**src/rtl/channel_group_classifier.sv**
```systemverilog
// Tags each channel magnitude with a power-of-two group index relative to the tensor maximum.
// Optional per-group histogram output enabled by defining CHANNEL_GROUP_HIST_EN.
`timescale 1ns/1ps
module channel_group_classifier #(
  parameter int DATA_WIDTH = 16,
  parameter int NUM_CH     = 64,
  parameter int NUM_GROUPS = 8,
  parameter int GROUP_W    = $clog2(NUM_GROUPS)
) (
  input  logic                      clk,
  input  logic                      rstn,
  input  logic                      max_valid,
  output logic                      max_ready,
  input  logic [DATA_WIDTH-1:0]     max_in,
  input  logic                      ch_valid,
  output logic                      ch_ready,
  input  logic [DATA_WIDTH-1:0]     ch_in,
  output logic                      grp_valid,
  input  logic                      grp_ready,
  output logic [GROUP_W-1:0]        grp_idx,
  output logic [$clog2(NUM_CH)-1:0] grp_ch,
`ifdef CHANNEL_GROUP_HIST_EN
  output logic [NUM_GROUPS*($clog2(NUM_CH)+1)-1:0] grp_hist,
`endif
  output logic                      done
);

  localparam int CH_W   = $clog2(NUM_CH);
  localparam int HIST_W = CH_W + 1;

  typedef enum logic [1:0] {
    IDLE   = 2'd0,
    STREAM = 2'd1,
    DRAIN  = 2'd2
  } state_t;

  state_t                state_q, state_d;
  logic [DATA_WIDTH-1:0] max_q;
  logic [CH_W-1:0]       cnt_q;
  logic [GROUP_W-1:0]    cls_idx;
  logic                  max_hs, ch_hs, out_hs, last_ch;

  assign max_hs  = max_valid & max_ready;
  assign ch_hs   = ch_valid & ch_ready;
  assign out_hs  = grp_valid & grp_ready;
  assign last_ch = (cnt_q == CH_W'(NUM_CH - 1));

  // Parallel threshold compares; the lowest matching k wins.
  always_comb begin
    cls_idx = GROUP_W'(NUM_GROUPS - 1);
    for (int k = NUM_GROUPS - 2; k >= 0; k--) begin
      if (ch_in > (max_q >> (k + 1))) cls_idx = GROUP_W'(k);
    end
  end

  // NOTE: every signal gets a default before the case so no path leaves it unassigned (no latches).
  always_comb begin
    state_d   = state_q;
    max_ready = 1'b0;
    ch_ready  = 1'b0;
    unique case (state_q)
      IDLE: begin
        max_ready = 1'b1;
        if (max_hs) state_d = STREAM;
      end
      STREAM: begin
        ch_ready = !grp_valid | grp_ready;
        if (ch_hs && last_ch) state_d = DRAIN;
      end
      DRAIN: begin
        if (out_hs) state_d = IDLE;
      end
      default: state_d = IDLE;
    endcase
  end

  // NOTE: sequential state uses non-blocking assignments so all registers update from pre-edge values.
  always_ff @(posedge clk or negedge rstn) begin
    if (!rstn) begin
      state_q   <= IDLE;
      max_q     <= '0;
      cnt_q     <= '0;
      grp_valid <= 1'b0;
      grp_idx   <= '0;
      grp_ch    <= '0;
      done      <= 1'b0;
    end else begin
      state_q <= state_d;
      done    <= (state_q == DRAIN) && out_hs;
      if (max_hs) begin
        max_q <= max_in;
        cnt_q <= '0;
      end
      if (ch_hs) begin
        grp_valid <= 1'b1;
        grp_idx   <= cls_idx;
        grp_ch    <= cnt_q;
        cnt_q     <= cnt_q + CH_W'(1);
      end else if (grp_ready) begin
        grp_valid <= 1'b0;
      end
    end
  end

`ifdef CHANNEL_GROUP_HIST_EN
  logic [HIST_W-1:0] hist_q [NUM_GROUPS];

  // NOTE: the histogram is a small counter bank, not a RAM, so it is reset like any other register.
  always_ff @(posedge clk or negedge rstn) begin
    if (!rstn) begin
      for (int g = 0; g < NUM_GROUPS; g++) hist_q[g] <= '0;
    end else if (max_hs) begin
      for (int g = 0; g < NUM_GROUPS; g++) hist_q[g] <= '0;
    end else if (out_hs) begin
      for (int g = 0; g < NUM_GROUPS; g++) begin
        if (grp_idx == GROUP_W'(g)) hist_q[g] <= hist_q[g] + HIST_W'(1);
      end
    end
  end

  always_comb begin
    grp_hist = '0;
    for (int g = 0; g < NUM_GROUPS; g++) grp_hist[g*HIST_W +: HIST_W] = hist_q[g];
  end
`endif

endmodule

```
**config.mk**
```make
export PLATFORM = sky130hd
export DESIGN_NAME = channel_group_classifier
export DESIGN_NICKNAME = d
export VERILOG_FILES = /design/src/rtl/channel_group_classifier.sv
export SDC_FILE = /design/constraint.sdc
export NUM_CORES = 1
export LEC_CHECK = 0
export ABC_AREA = 1
export ABC_CLOCK_PERIOD_IN_PS = 1600
export BUFFER_PORTS_ARGS = -buffer_cell sky130_fd_sc_hd__clkbuf_2
export CORE_ASPECT_RATIO = 0.6
export CORE_UTILIZATION = 53
export CTS_BUF_LIST = sky130_fd_sc_hd__clkbuf_16
export DETAILED_ROUTE_END_ITERATION = 16
export PLACE_DENSITY_LB_ADDON = 0.3
export SYNTH_ARGS = -nofsm -noshare
export SYNTH_HDL_FRONTEND = slang
export SYNTH_SLANG_ARGS = --single-unit
export TNS_END_PERCENT = 1
```
**constraint.sdc**
```tcl
create_clock -name clk -period 1.6 [get_ports clk]
set_input_delay 0.24 -clock clk [delete_from_list [all_inputs] [get_ports clk]]
set_output_delay 0.24 -clock clk [all_outputs]
set_load 0.01 [all_outputs]
```
* Word-level counts from Yosys, hierarchy flattened
Index checks and enable logic that the tools add are counted.
Widths: inputs -> output; s select.
** Operators by class
- Add/sub/neg operators :: 1
- Magnitude comparators :: 7
- Equal/unequal tests :: 6
- Multiplexer cells :: 17
- Bitwise operators :: 4
- Reductions and logical operators :: 7
** Operators with widths (number)
- $gt 16x10->1 :: 1
- $gt 16x11->1 :: 1
- $gt 16x12->1 :: 1
- $gt 16x13->1 :: 1
- $gt 16x14->1 :: 1
- $gt 16x15->1 :: 1
- $gt 16x9->1 :: 1
- $mux 3 :: 4
- $mux 6 :: 2
- $mux 2 :: 5
- $add 6x1->6 const B :: 1
- $eq 6x6->1 const B :: 1
- $ne 2x2->1 const B :: 3
- $pmux 2 s3 :: 1
- $mux 1 :: 5
- $reduce_bool 2->1 :: 2
- $and 1x1->1 :: 3
- $reduce_and 3->1 :: 1
- $eq 2x1->1 const B :: 1
- $eq 2x2->1 const B :: 1
- $logic_and 1x1->1 :: 2
- $logic_not 2->1 :: 1
- $logic_not 1->1 :: 1
- $or 1x1->1 :: 1
** Word-level totals
- Bits in registers :: 35
- Input bits :: 37
- Word-level logic and storage cells :: 49

* Logic depth before layout (Yosys ltp)
Gate-level depths: netlist of run 1.
- Depth after elaboration :: 8
- Gate-level depth with buffers :: 19
- Depth with buffers taken out :: 19

* Least setup slack after synthesis of run 1
No wires, ideal clock.
- Kind :: flip-flop to flip-flop
- Start :: register max_q[10]
- End :: register grp_idx[1]
- Data arrival time :: 1506 ps
- Required time :: 1484 ps
- Path slack :: -22 ps
- Stages on the path, launching flop included :: 14
- Clock period less this slack :: 1622 ps
- Path through :: dfrtp_1 > inv_1 > ha_1 > a21oi_1 > o21ai_0 > a21o_1 > nand2_1 > nand3_1 > nand2_1 > nand2_1 > inv_2 > nand2_1 > nand2_1 > nand2_1
** On the way
- Longest elaborated chain between the ends :: 7
- Elaborated cells between the ends (all ways) :: 12
** Ends and longest elaborated chain
- start: declaration :: line 38 : logic [DATA_WIDTH-1:0] max_q;
- start signal: assignment :: line 91 : max_q <= max_in;
- $gt 16x10->1 :: line 52 : if (ch_in > (max_q >> (k + 1))) cls_idx = GROUP_W'(k);
- $mux 2 (2 in a row) :: line 52
- $mux 3 (3 in a row) :: line 52
- $mux 3 * :: line 52
- end signal: assignment :: line 96 : grp_idx <= cls_idx;
- end: declaration :: line 20 : output logic [GROUP_W-1:0] grp_idx,
Mark *: on every way between the ends. The rest lies on a longest branch, timed or not.
A chain may end at the register's enable or synchronous reset.

* Worst setup path in the final report of run 1
- Start :: register max_q[12]
- End :: register grp_idx[1]
The elaborated chain is that of the path after synthesis.

==> impl_metrics.csv, run 1 <==
group,metric,value,unit
critical_path,max_stage_delay,0.38,ns
cts,clkTransAtPathRegs,0.05,ns
synthesis,synth_top_area_share,0.314,
synthesis,ys_ff_latch,34,
critical_path,critPathArrivalTime,1.97,ns
critical_path,start_kind,"flop",
floorplan,initial_core_util,0.551,
layout,post_route_cells_drive_above_1_share,0.283,
synthesis,syn_nets,566,
critical_path,r2r_start,"max_q[12]$_DFFE_PN0P_",
grt,grt_pass1_vias,3289,
synthesis,synth_area_leaders,"ha_1 (31%), dfrtp_1 (25%), nand2_1 (12%)",
placed_design,dpl_cell_area,0.00404,mm^2
critical_path,worstPathRequired,1.76,ns
detailed_routing,drtIter0Drc,208,
synthesis,synth_ff_type,"dfrtp_1",
timing,relSlewSlack,0.718,
detailed_routing,wl_per_cell,14.8,um
grt,grt_usage,0.289,
critical_path,rrSetupSlack,-0.21,ns
synthesis,ys_warn_count,0,
synthesis,synth_area_per_cell,7.62,um^2
pwr,ir_drop,621,uV
floorplan,fp-row-count,22,
pwr,power.density,1190,mW/mm^2
pwr,clock_power_share,0.171,
floorplan,die-width,105,um
timing,tightest_slew,0.423,ns
pwr,p_total,5.25,mW
timing,fin_tns_setup,-0.583,ns
cts,worstSkewPairLatency,0.27,ns
pwr,p_seq_frac,0.246,
timing,layout_setup_ws,-0.211,ns
timing,setup_violations,3,
detailed_routing,wl,9.27,mm
layout,post-route-util,0.717,
layout,area_growth_syn_to_layout,30.0,%
cts,cts_root_buf,"clkbuf_16",
pwr,netSwitchingFraction,0.420,
hold_path,hp-class,"input port to async pin",
synthesis,syn_area,0.00338,mm^2
pwr,intPower,3.04,mW
critical_path,crit_path_top_delay_cell,"dfrtp_1",
run_status,violations,"negative hold slack, negative setup slack",
timing,hold_ws,-0.00597,ns
timing,rsz0062_at_grt,"true",
grt,grt_pass1_wl,15.2,mm
synthesis,yosys-top-cells-count,"nand2_1 (108), ha_1 (85), a21oi_1 (49)",
cts,htreeDepth,2,
layout,fin_nets,666,
detailed_routing,vias,3393,
critical_path,cp_cell_sequence,"inv_4, buf_4, ha_4, nand2_2, o21a_1, nand2_1, nand2_1, nand2_1, nand2_2, buf_4, nand2_1, nand2_1, nand2_1, nand2_1",
pwr,p_switching,2.20,mW
timing,min_period_over_period,1.13,
synthesis,netlist_instances,444,
synthesis,synthArstFlopShare,1.00,
critical_path,worst-path-max-fanout,8,
pwr,p_leak,2.39,nW
detailed_routing,drc,0,
detailed_routing,dr.pass1.iters,5,
pwr,share_comb_of_total_power,0.583,
cts,cts.sinks,34,
placed_design,gp_congestion,0.895,
timing,skew,0.00189,ns
critical_path,setup.worst_path.start,"max_q[12]$_DFFE_PN0P_",
floorplan,die_h,63.9,um
synthesis,synth_cell_types,32,
job,cap_violations,0,
placed_design,portBuffers,48,
layout,diodes,0,
layout,final_cell_area,0.00440,mm^2
synthesis,yosysMostFrequentCell,"nand2_1",
floorplan,fp.dieArea,0.00672,mm^2
detailed_routing,detail-route-antenna-nets,0,
layout,multiInputGateArea,0.00250,mm^2
timing,min_period,1.81,ns
timing,slew_violations,0,
cts,clockBufferDepth,2,
floorplan,pin_count,50,
cts,cts_tree,"built",
layout,seqCellArea,851,um^2
critical_path,path_delay_family,"simple AND/OR/NAND/NOR gates",
synthesis,synth_edf_count,0,
grt,grt_start_max_net_pins,35,
cts,cts_hold_buf,0,
critical_path,end_kind,"flop",
cts,numCtsBuffers,5,
synthesis,ys_seq_area_frac,0.251,
critical_path,path_class,"flop to flop",
grt,antenna_found_initial,0,
floorplan,core,0.00614,mm^2
timing,fmax,552,MHz
synthesis,synth_top_cell_by_area,"ha_1",
critical_path,cp_common_cell,"nand2_1",
layout,fill_cells,481,
placed_design,place_hpwl,7.13,mm
timing,hold_viol,12,
critical_path,crit_buf_inv,3,
grt,grt_overflow,0,
detailed_routing,viasPerCell,5.40,
run_status,status,"finished, violations left",
## final timing paths
kind | endpoint | cells after the start
setup / recovery | grp_idx[1]$_DFFE_PN0P_ | 14
hold / removal | grp_valid$_DFFE_PN0P_ | 2
setup reg to reg | grp_idx[1]$_DFFE_PN0P_ | 14
hold reg to reg | grp_ch[5]$_DFFE_PN0P_ | 2
max in group asynchronous | grp_ch[2]$_DFFE_PN0P_ | 2
min in group clk | max_q[1]$_DFFE_PN0P_ | 2
## flip-flops by register name, summed over array words and instances (netlist names)
register   flops
state_q        2
grp_ch         6
grp_idx        3
cnt_q          6
grp_valid      1
done           1
max_q         15
## layer usage
metal	global-route usage	wire, um	up-vias
li1	-	-	1710
met1	0.388	4440	1544
met2	0.474	4140	127
met3	0.0714	580	12
met4	0.0634	102	0
met5	0	0	-
## metrics by stage
step,setup WS (ns),std cells
5_1_grt,-0.360,628
3_3_place_gp,-0.267,615
6_report,-0.211,628
4_1_cts,-0.174,625
2_1_floorplan,-0.00255,444
3_5_place_dp,-0.402,615
## what timing repair did
| item | CTS | global route |
|---|---|---|
| endpoints found under the setup margin | 3 | 4 |
| resized for setup | 26 | 18 |
| buffers inserted | 3 | 3 |
| pin swaps | 10 | 8 |
## cell usage in the layout (no fill, tap or decap), types with 2 or more instances in the layout
cell	n
nor3_2	3
nand3_1	13
nand2_1	105
a211oi_2	2
clkbuf_2	48
nand4_1	7
o21a_1	2
nor2_4	2
clkinv_2	2
ha_1	78
buf_4	50
nand3_2	3
inv_2	6
nand2_2	5
inv_1	33
o21ai_0	12
nor2_1	43
clkbuf_16	5
nor2_2	4
nor3_1	4
a21o_1	2
inv_4	7
a21oi_2	6
nand3b_1	2
a21oi_1	44
dfrtp_1	34
o21ai_1	5
ha_4	7
## worst reg2reg max path: stages (launching register included)
cell,delay (ns)
dfrtp_1,0.38
inv_4,0.09
buf_4,0.15
ha_4,0.26
nand2_2,0.07
o21a_1,0.19
nand2_1,0.05
nand2_1,0.04
nand2_1,0.07
nand2_2,0.06
buf_4,0.12
nand2_1,0.07
nand2_1,0.06
nand2_1,0.06
nand2_1,0.04
## cell families after synthesis
family / count (synthesis) / share of synthesized area
AOI/OAI and AO/OA: 78 / 0.126
xor gates and xnor gates: 1 / 0.00259
adders and majority gates: 85 / 0.314
buffers and inverters: 51 / 0.0569
DFF: 34 / 0.251
muxes: 2 / 0.00628
and+or+nand+nor: 193 / 0.243
## power groups by stage
stage	registers (mW)	clock network (mW)	logic, mW
after floorplan	1.26	0	1.61
after global routing	1.31	0.955	3.46
after detailed placement	1.27	0	2.69
after global placement	1.25	0	2.51
after CTS	1.29	0.903	2.85
final	1.29	0.895	3.06
## final cells by class
class | count | area share
inverter | 46 | 0.0432
timing repair buffer | 98 | 0.140
sequential | 34 | 0.193
clock buffer | 5 | 0.0284
tap | 84 | 0.0239
multi-input combinational | 359 | 0.569
clock inverter | 2 | 0.00228
(Power assumes the default switching activity.)
==> run 2, diff against run 1 <==
RECOVER_POWER = 100   (was not set)
==> run 2 against run 1 <==
The flow finishes with violations (negative setup slack); cell area fell by 0.48%; critical path type unchanged; final cell count did not move; register-to-register slack got worse by 0.02 ns.
==> impl_metrics.csv, run 2 (synthesis results as in run 1) <==
group,metric,value,unit
layout,diodes,0,
timing,setup_violations,3,
critical_path,worstPathRequired,1.76,ns
timing,fin_tns_setup,-0.642,ns
cts,cts_tree,"built",
cts,cts.sinks,34,
layout,fin_nets,666,
cts,numCtsBuffers,5,
detailed_routing,drc,0,
critical_path,worst-path-max-fanout,8,
pwr,p_total,5.22,mW
floorplan,fp.dieArea,0.00672,mm^2
cts,clockBufferDepth,2,
grt,antenna_found_initial,0,
floorplan,die_h,63.9,um
cts,clkTransAtPathRegs,0.05,ns
floorplan,fp-row-count,22,
cts,htreeDepth,2,
grt,grt_usage,0.289,
timing,skew,0.00370,ns
grt,grt_pass1_wl,15.2,mm
grt,grt_overflow,0,
placed_design,dp.cells,615,
placed_design,place_ws,-0.402,ns
placed_design,portBuffers,48,
layout,area_growth_syn_to_layout,29.4,%
detailed_routing,drtIter0Drc,213,
layout,final_cell_mix,"nand2_1 (105), ha_1 (78), buf_4 (48)",
detailed_routing,wl_per_cell,14.8,um
timing,slew_violations,0,
pwr,p_leak,2.35,nW
placed_design,place_hpwl,7.13,mm
critical_path,end_kind,"flop",
timing,min_period_over_period,1.14,
job,cap_violations,0,
detailed_routing,vias,3413,
detailed_routing,viasPerCell,5.43,
timing,min_period,1.83,ns
run_status,violations,"negative setup slack",
timing,relSlewSlack,0.445,
timing,hold_viol,0,
layout,post_route_cells_drive_above_1_share,0.259,
grt,grt_start_max_net_pins,35,
layout,regMostFlops,"max_q",
run_status,status,"finished, violations left",
cts,cts_root_buf,"clkbuf_16",
detailed_routing,wl,9.32,mm
layout,final_cells,628,
placed_design,gp_congestion,0.895,
layout,largest_register_ffs,15,
floorplan,pin_count,50,
layout,largestRegisters,"max_q (15), cnt_q (6), grp_ch (6)",
layout,fill_cells,485,
pwr,power.density,1190,mW/mm^2
detailed_routing,detail-route-antenna-nets,0,
timing,rsz0062_at_grt,"true",
cts,worstSkewPairLatency,0.27,ns
critical_path,critPathArrivalTime,1.99,ns
cts,cts_hold_buf,0,
detailed_routing,dr.pass1.iters,5,
layout,final_cell_area,0.00438,mm^2
pwr,ir_drop,629,uV
layout,final_common_cell,"nand2_1",
floorplan,die-width,105,um
layout,post-route-util,0.713,
grt,grt_pass1_vias,3289,
critical_path,start_kind,"flop",
critical_path,path_class,"flop to flop",
hold_path,hp-class,"input port to async pin",
timing,hold_ws,0.146,ns
floorplan,core,0.00614,mm^2
timing,layout_setup_ws,-0.228,ns
timing,fmax,547,MHz
placed_design,dpl_cell_area,0.00404,mm^2
floorplan,initial_core_util,0.551,
timing,tightest_slew,0.832,ns
run 2: cell count changes in the layout (fill, tap and decap cells not counted), sizes merged:
cell | before | now
buf | 50 | 48
clkbuf | 53 | 55
run 2: layout make-up:
| class | count | area, um^2 | share of cell area |
|---|---|---|---|
| multi-input combinational | 359 | 2500 | 0.572 |
| sequential | 34 | 851 | 0.194 |
| timing repair buffer | 98 | 594 | 0.136 |
| inverter | 46 | 190 | 0.0434 |
| clock buffer | 5 | 125 | 0.0286 |
| tap | 84 | 105 | 0.0240 |
| clock inverter | 2 | 10.0 | 0.00229 |
run 2: routing by layer:
layer	track usage	routed length [um]	up-vias
met5	0	0	-
met4	0.0634	95	0
met3	0.0714	663	12
met2	0.474	4160	127
met1	0.388	4400	1565
li1	-	-	1709
run 2: critical path, cell delays in order (launching register included):
cell	delay, ns
dfrtp_1	0.37
inv_4	0.09
buf_4	0.15
ha_4	0.26
nand2_2	0.07
o21a_1	0.19
nand2_1	0.05
nand2_1	0.04
nand2_1	0.08
nand2_2	0.06
buf_4	0.12
nand2_1	0.07
nand2_1	0.06
nand2_1	0.06
nand2_1	0.04
run 2: final timing paths:
check | end | cells after the start | slack, ns | from
hold / removal | grp_valid$_DFFE_PN0P_ | 2 | 0.15 | rstn
min in group clk | max_q[12]$_DFFE_PN0P_ | 3 | 0.22 | max_in[12]
max in group asynchronous | grp_idx[2]$_DFFE_PN0P_ | 2 | 0.93 | rstn
setup / recovery | grp_idx[1]$_DFFE_PN0P_ | 14 | -0.23 | max_q[12]$_DFFE_PN0P_
setup reg to reg | grp_idx[1]$_DFFE_PN0P_ | 14 | -0.23 | max_q[12]$_DFFE_PN0P_
hold reg to reg | grp_ch[5]$_DFFE_PN0P_ | 2 | 0.48 | grp_ch[5]$_DFFE_PN0P_
run 2: report_power, final:
group	switching (mW)	internal, mW
logic	1.68	1.36
clock network	0.334	0.561
registers	0.187	1.10
total	2.20	3.02
run 2: repair_timing:
| action | 4_1_cts | 5_1_grt |
|---|---|---|
| buffers inserted | 3 | 3 |
| setup endpoints to repair | 3 | 4 |
| pin swaps | 10 | 8 |
| gates resized for setup | 26 | 18 |
| hold endpoints to repair | 0 | 0 |
==> run 3, diff against run 2 <==
==> constraint.sdc (replaced) <==
create_clock -name clk -period 1.6 [get_ports clk]
set_input_delay 0.32 -clock clk [delete_from_list [all_inputs] [get_ports clk]]
set_output_delay 0.32 -clock clk [all_outputs]
set_load 0.01 [all_outputs]
==> run 3 against run 2 <==
The run still ends with negative setup slack left; flip-flop and latch count unchanged; fmax increased by 0.34%; critical path type unchanged; utilization increased by 3.6 points; clock skew decreased by 0.0018 ns; register-to-register slack about the same; largest power group unchanged; wire length increased by 7.0%; via count increased by 2.8%; global-route usage increased by 2.7 points; highest routed layer unchanged; first-iteration DRC count decreased by 9.9%.
==> impl_metrics.csv, run 3 (synthesis results as in run 1) <==
group,metric,value,unit
run_status,status,"finished, violations left",
run_status,violations,"negative setup slack",
layout,post-route-util,0.749,
floorplan,initial_core_util,0.551,
pwr,power.density,1200,mW/mm^2
job,cap_violations,0,
grt,grt_pass1_wl,16.6,mm
layout,area_growth_syn_to_layout,35.8,%
timing,tightest_slew,0.843,ns
pwr,p_total,5.50,mW
detailed_routing,wl_per_cell,15.6,um
cts,cts_root_buf,"clkbuf_16",
timing,rsz0062_at_grt,"true",
pwr,ir_drop,695,uV
detailed_routing,drc,0,
detailed_routing,wl,9.97,mm
grt,grt_overflow,0,
timing,hold_viol,0,
critical_path,ff2ff_path_depth,16,
timing,setup_violations,3,
floorplan,pin_count,50,
floorplan,die-width,105,um
detailed_routing,drtIter0Drc,192,
cts,cts_tree,"built",
timing,slew_violations,0,
layout,diodes,0,
cts,clkTransAtPathRegs,0.05,ns
placed_design,portBuffers,48,
floorplan,fp-row-count,22,
layout,regMostFlops,"max_q",
detailed_routing,vias,3508,
timing,skew,0.00191,ns
critical_path,cp_common_cell,"nand2_1",
critical_path,end_kind,"flop",
critical_path,critPathArrivalTime,2.03,ns
grt,antenna_found_initial,0,
detailed_routing,dr.pass1.iters,5,
layout,largestRegisters,"max_q (15), cnt_q (6), grp_ch (6)",
pwr,p_leak,2.39,nW
layout,largest_register_ffs,15,
timing,hold_ws,0.231,ns
critical_path,max_stage_delay,0.40,ns
floorplan,fp.dieArea,0.00672,mm^2
critical_path,cp_cell_sequence,"buf_4, buf_4, ha_4, inv_2, a21oi_2, o21ai_1, nand2_1, nand3_1, nand2_1, nand3_1, nand2_1, nand2_1, inv_2, nand2_1, nand2_1, nand2_1",
hold_path,hp-class,"input port to async pin",
critical_path,worst-path-max-fanout,2,
placed_design,gp_congestion,0.917,
critical_path,worstPathRequired,1.81,ns
layout,final_common_cell,"nand2_1",
timing,layout_setup_ws,-0.222,ns
cts,numCtsBuffers,5,
grt,grt_usage,0.316,
cts,cts_hold_buf,0,
cts,cts.sinks,34,
timing,min_period_over_period,1.14,
critical_path,crit_path_top_delay_cell,"dfrtp_1",
critical_path,path_delay_family,"simple AND/OR/NAND/NOR gates",
layout,fin_nets,677,
floorplan,die_h,63.9,um
layout,post_route_cells_drive_above_1_share,0.305,
cts,worstSkewPairLatency,0.27,ns
layout,final_cell_mix,"nand2_1 (101), ha_1 (69), buf_4 (52)",
cts,clockBufferDepth,2,
grt,grt_pass1_vias,3470,
critical_path,path_class,"flop to flop",
critical_path,crit_buf_inv,4,
critical_path,r2r_start,"max_q[4]$_DFFE_PN0P_",
timing,relSlewSlack,0.438,
grt,grt_start_max_net_pins,35,
critical_path,rr_endpoint,"grp_idx[1]$_DFFE_PN0P_",
detailed_routing,detail-route-antenna-nets,0,
critical_path,start_kind,"flop",
cts,htreeDepth,2,
detailed_routing,viasPerCell,5.49,
layout,fill_cells,464,
timing,min_period,1.82,ns
timing,fmax,549,MHz
placed_design,place_hpwl,7.42,mm
critical_path,rrSetupSlack,-0.22,ns
floorplan,core,0.00614,mm^2
run 3: changes by cell type in the layout (fill, tap and decap cells not counted), moves of 3 or more:
cell | before | now
a21oi_1 | 44 | 40
a21oi_2 | 6 | 10
buf_4 | 48 | 52
buf_6 | 0 | 4
ha_1 | 78 | 69
ha_4 | 7 | 15
nand2_1 | 105 | 101
nand2_2 | 5 | 9
nor2_2 | 4 | 7
nor3_2 | 3 | 6
run 3: timing repair:
action / 4_1_cts / 5_1_grt
buffers inserted: 9 / 0
gates resized for setup: 67 / 0
endpoints found under the setup margin: 3 / 3
pin swaps: 23 / 1
run 3: power by group:
group | total [mW] | internal (mW) | switching [mW]
sequential | 1.28 | 1.10 | 0.180
clock | 0.895 | 0.561 | 0.334
combinational | 3.32 | 1.52 | 1.80
total | 5.50 | 3.18 | 2.32
run 3: worst max path at each step:
stage / startpoint / depth (start not counted) / end / slack, ns
after floorplan: max_q[13]$_DFFE_PN0P_ / 15 / grp_idx[0]$_DFFE_PN0P_ / -0.003
after global placement: ch_in[3] / 12 / grp_idx[1]$_DFFE_PN0P_ / -0.32
after detailed placement: ch_in[3] / 12 / grp_idx[1]$_DFFE_PN0P_ / -0.39
after CTS: max_q[6]$_DFFE_PN0P_ / 12 / grp_idx[1]$_DFFE_PN0P_ / -0.16
after global routing: max_q[9]$_DFFE_PN0P_ / 14 / grp_idx[1]$_DFFE_PN0P_ / -0.38
final: max_q[4]$_DFFE_PN0P_ / 16 / grp_idx[1]$_DFFE_PN0P_ / -0.22
run 3: cell type report:
type / instances / area (um^2) / share of cell area
clock inverter: 2 / 10.0 / 0.00218
sequential: 34 / 851 / 0.185
inverter: 46 / 190 / 0.0414
multi-input combinational: 359 / 2620 / 0.570
tap: 84 / 105 / 0.0229
clock buffer: 5 / 125 / 0.0272
timing repair buffer: 109 / 697 / 0.152
run 3: routing by layer:
layer	vias up	wire, um	global-route usage
met5	-	0	0
met4	0	151	0.0775
met3	18	681	0.0520
met2	133	4540	0.529
met1	1627	4590	0.428
li1	1730	-	-
run 3: per-stage QoR:
| stage | cells | setup TNS [ns] | area (um^2) | setup slack, ns |
|---|---|---|---|---|
| 2_1_floorplan | 444 | -0.00255 | 3380 | -0.00255 |
| 3_3_place_gp | 623 | -0.882 | 4110 | -0.316 |
| 3_5_place_dp | 623 | -1.06 | 4110 | -0.386 |
| 4_1_cts | 639 | -0.468 | 4630 | -0.163 |
| 5_1_grt | 639 | -1.05 | 4600 | -0.381 |
| 6_report | 639 | -0.624 | 4600 | -0.222 |
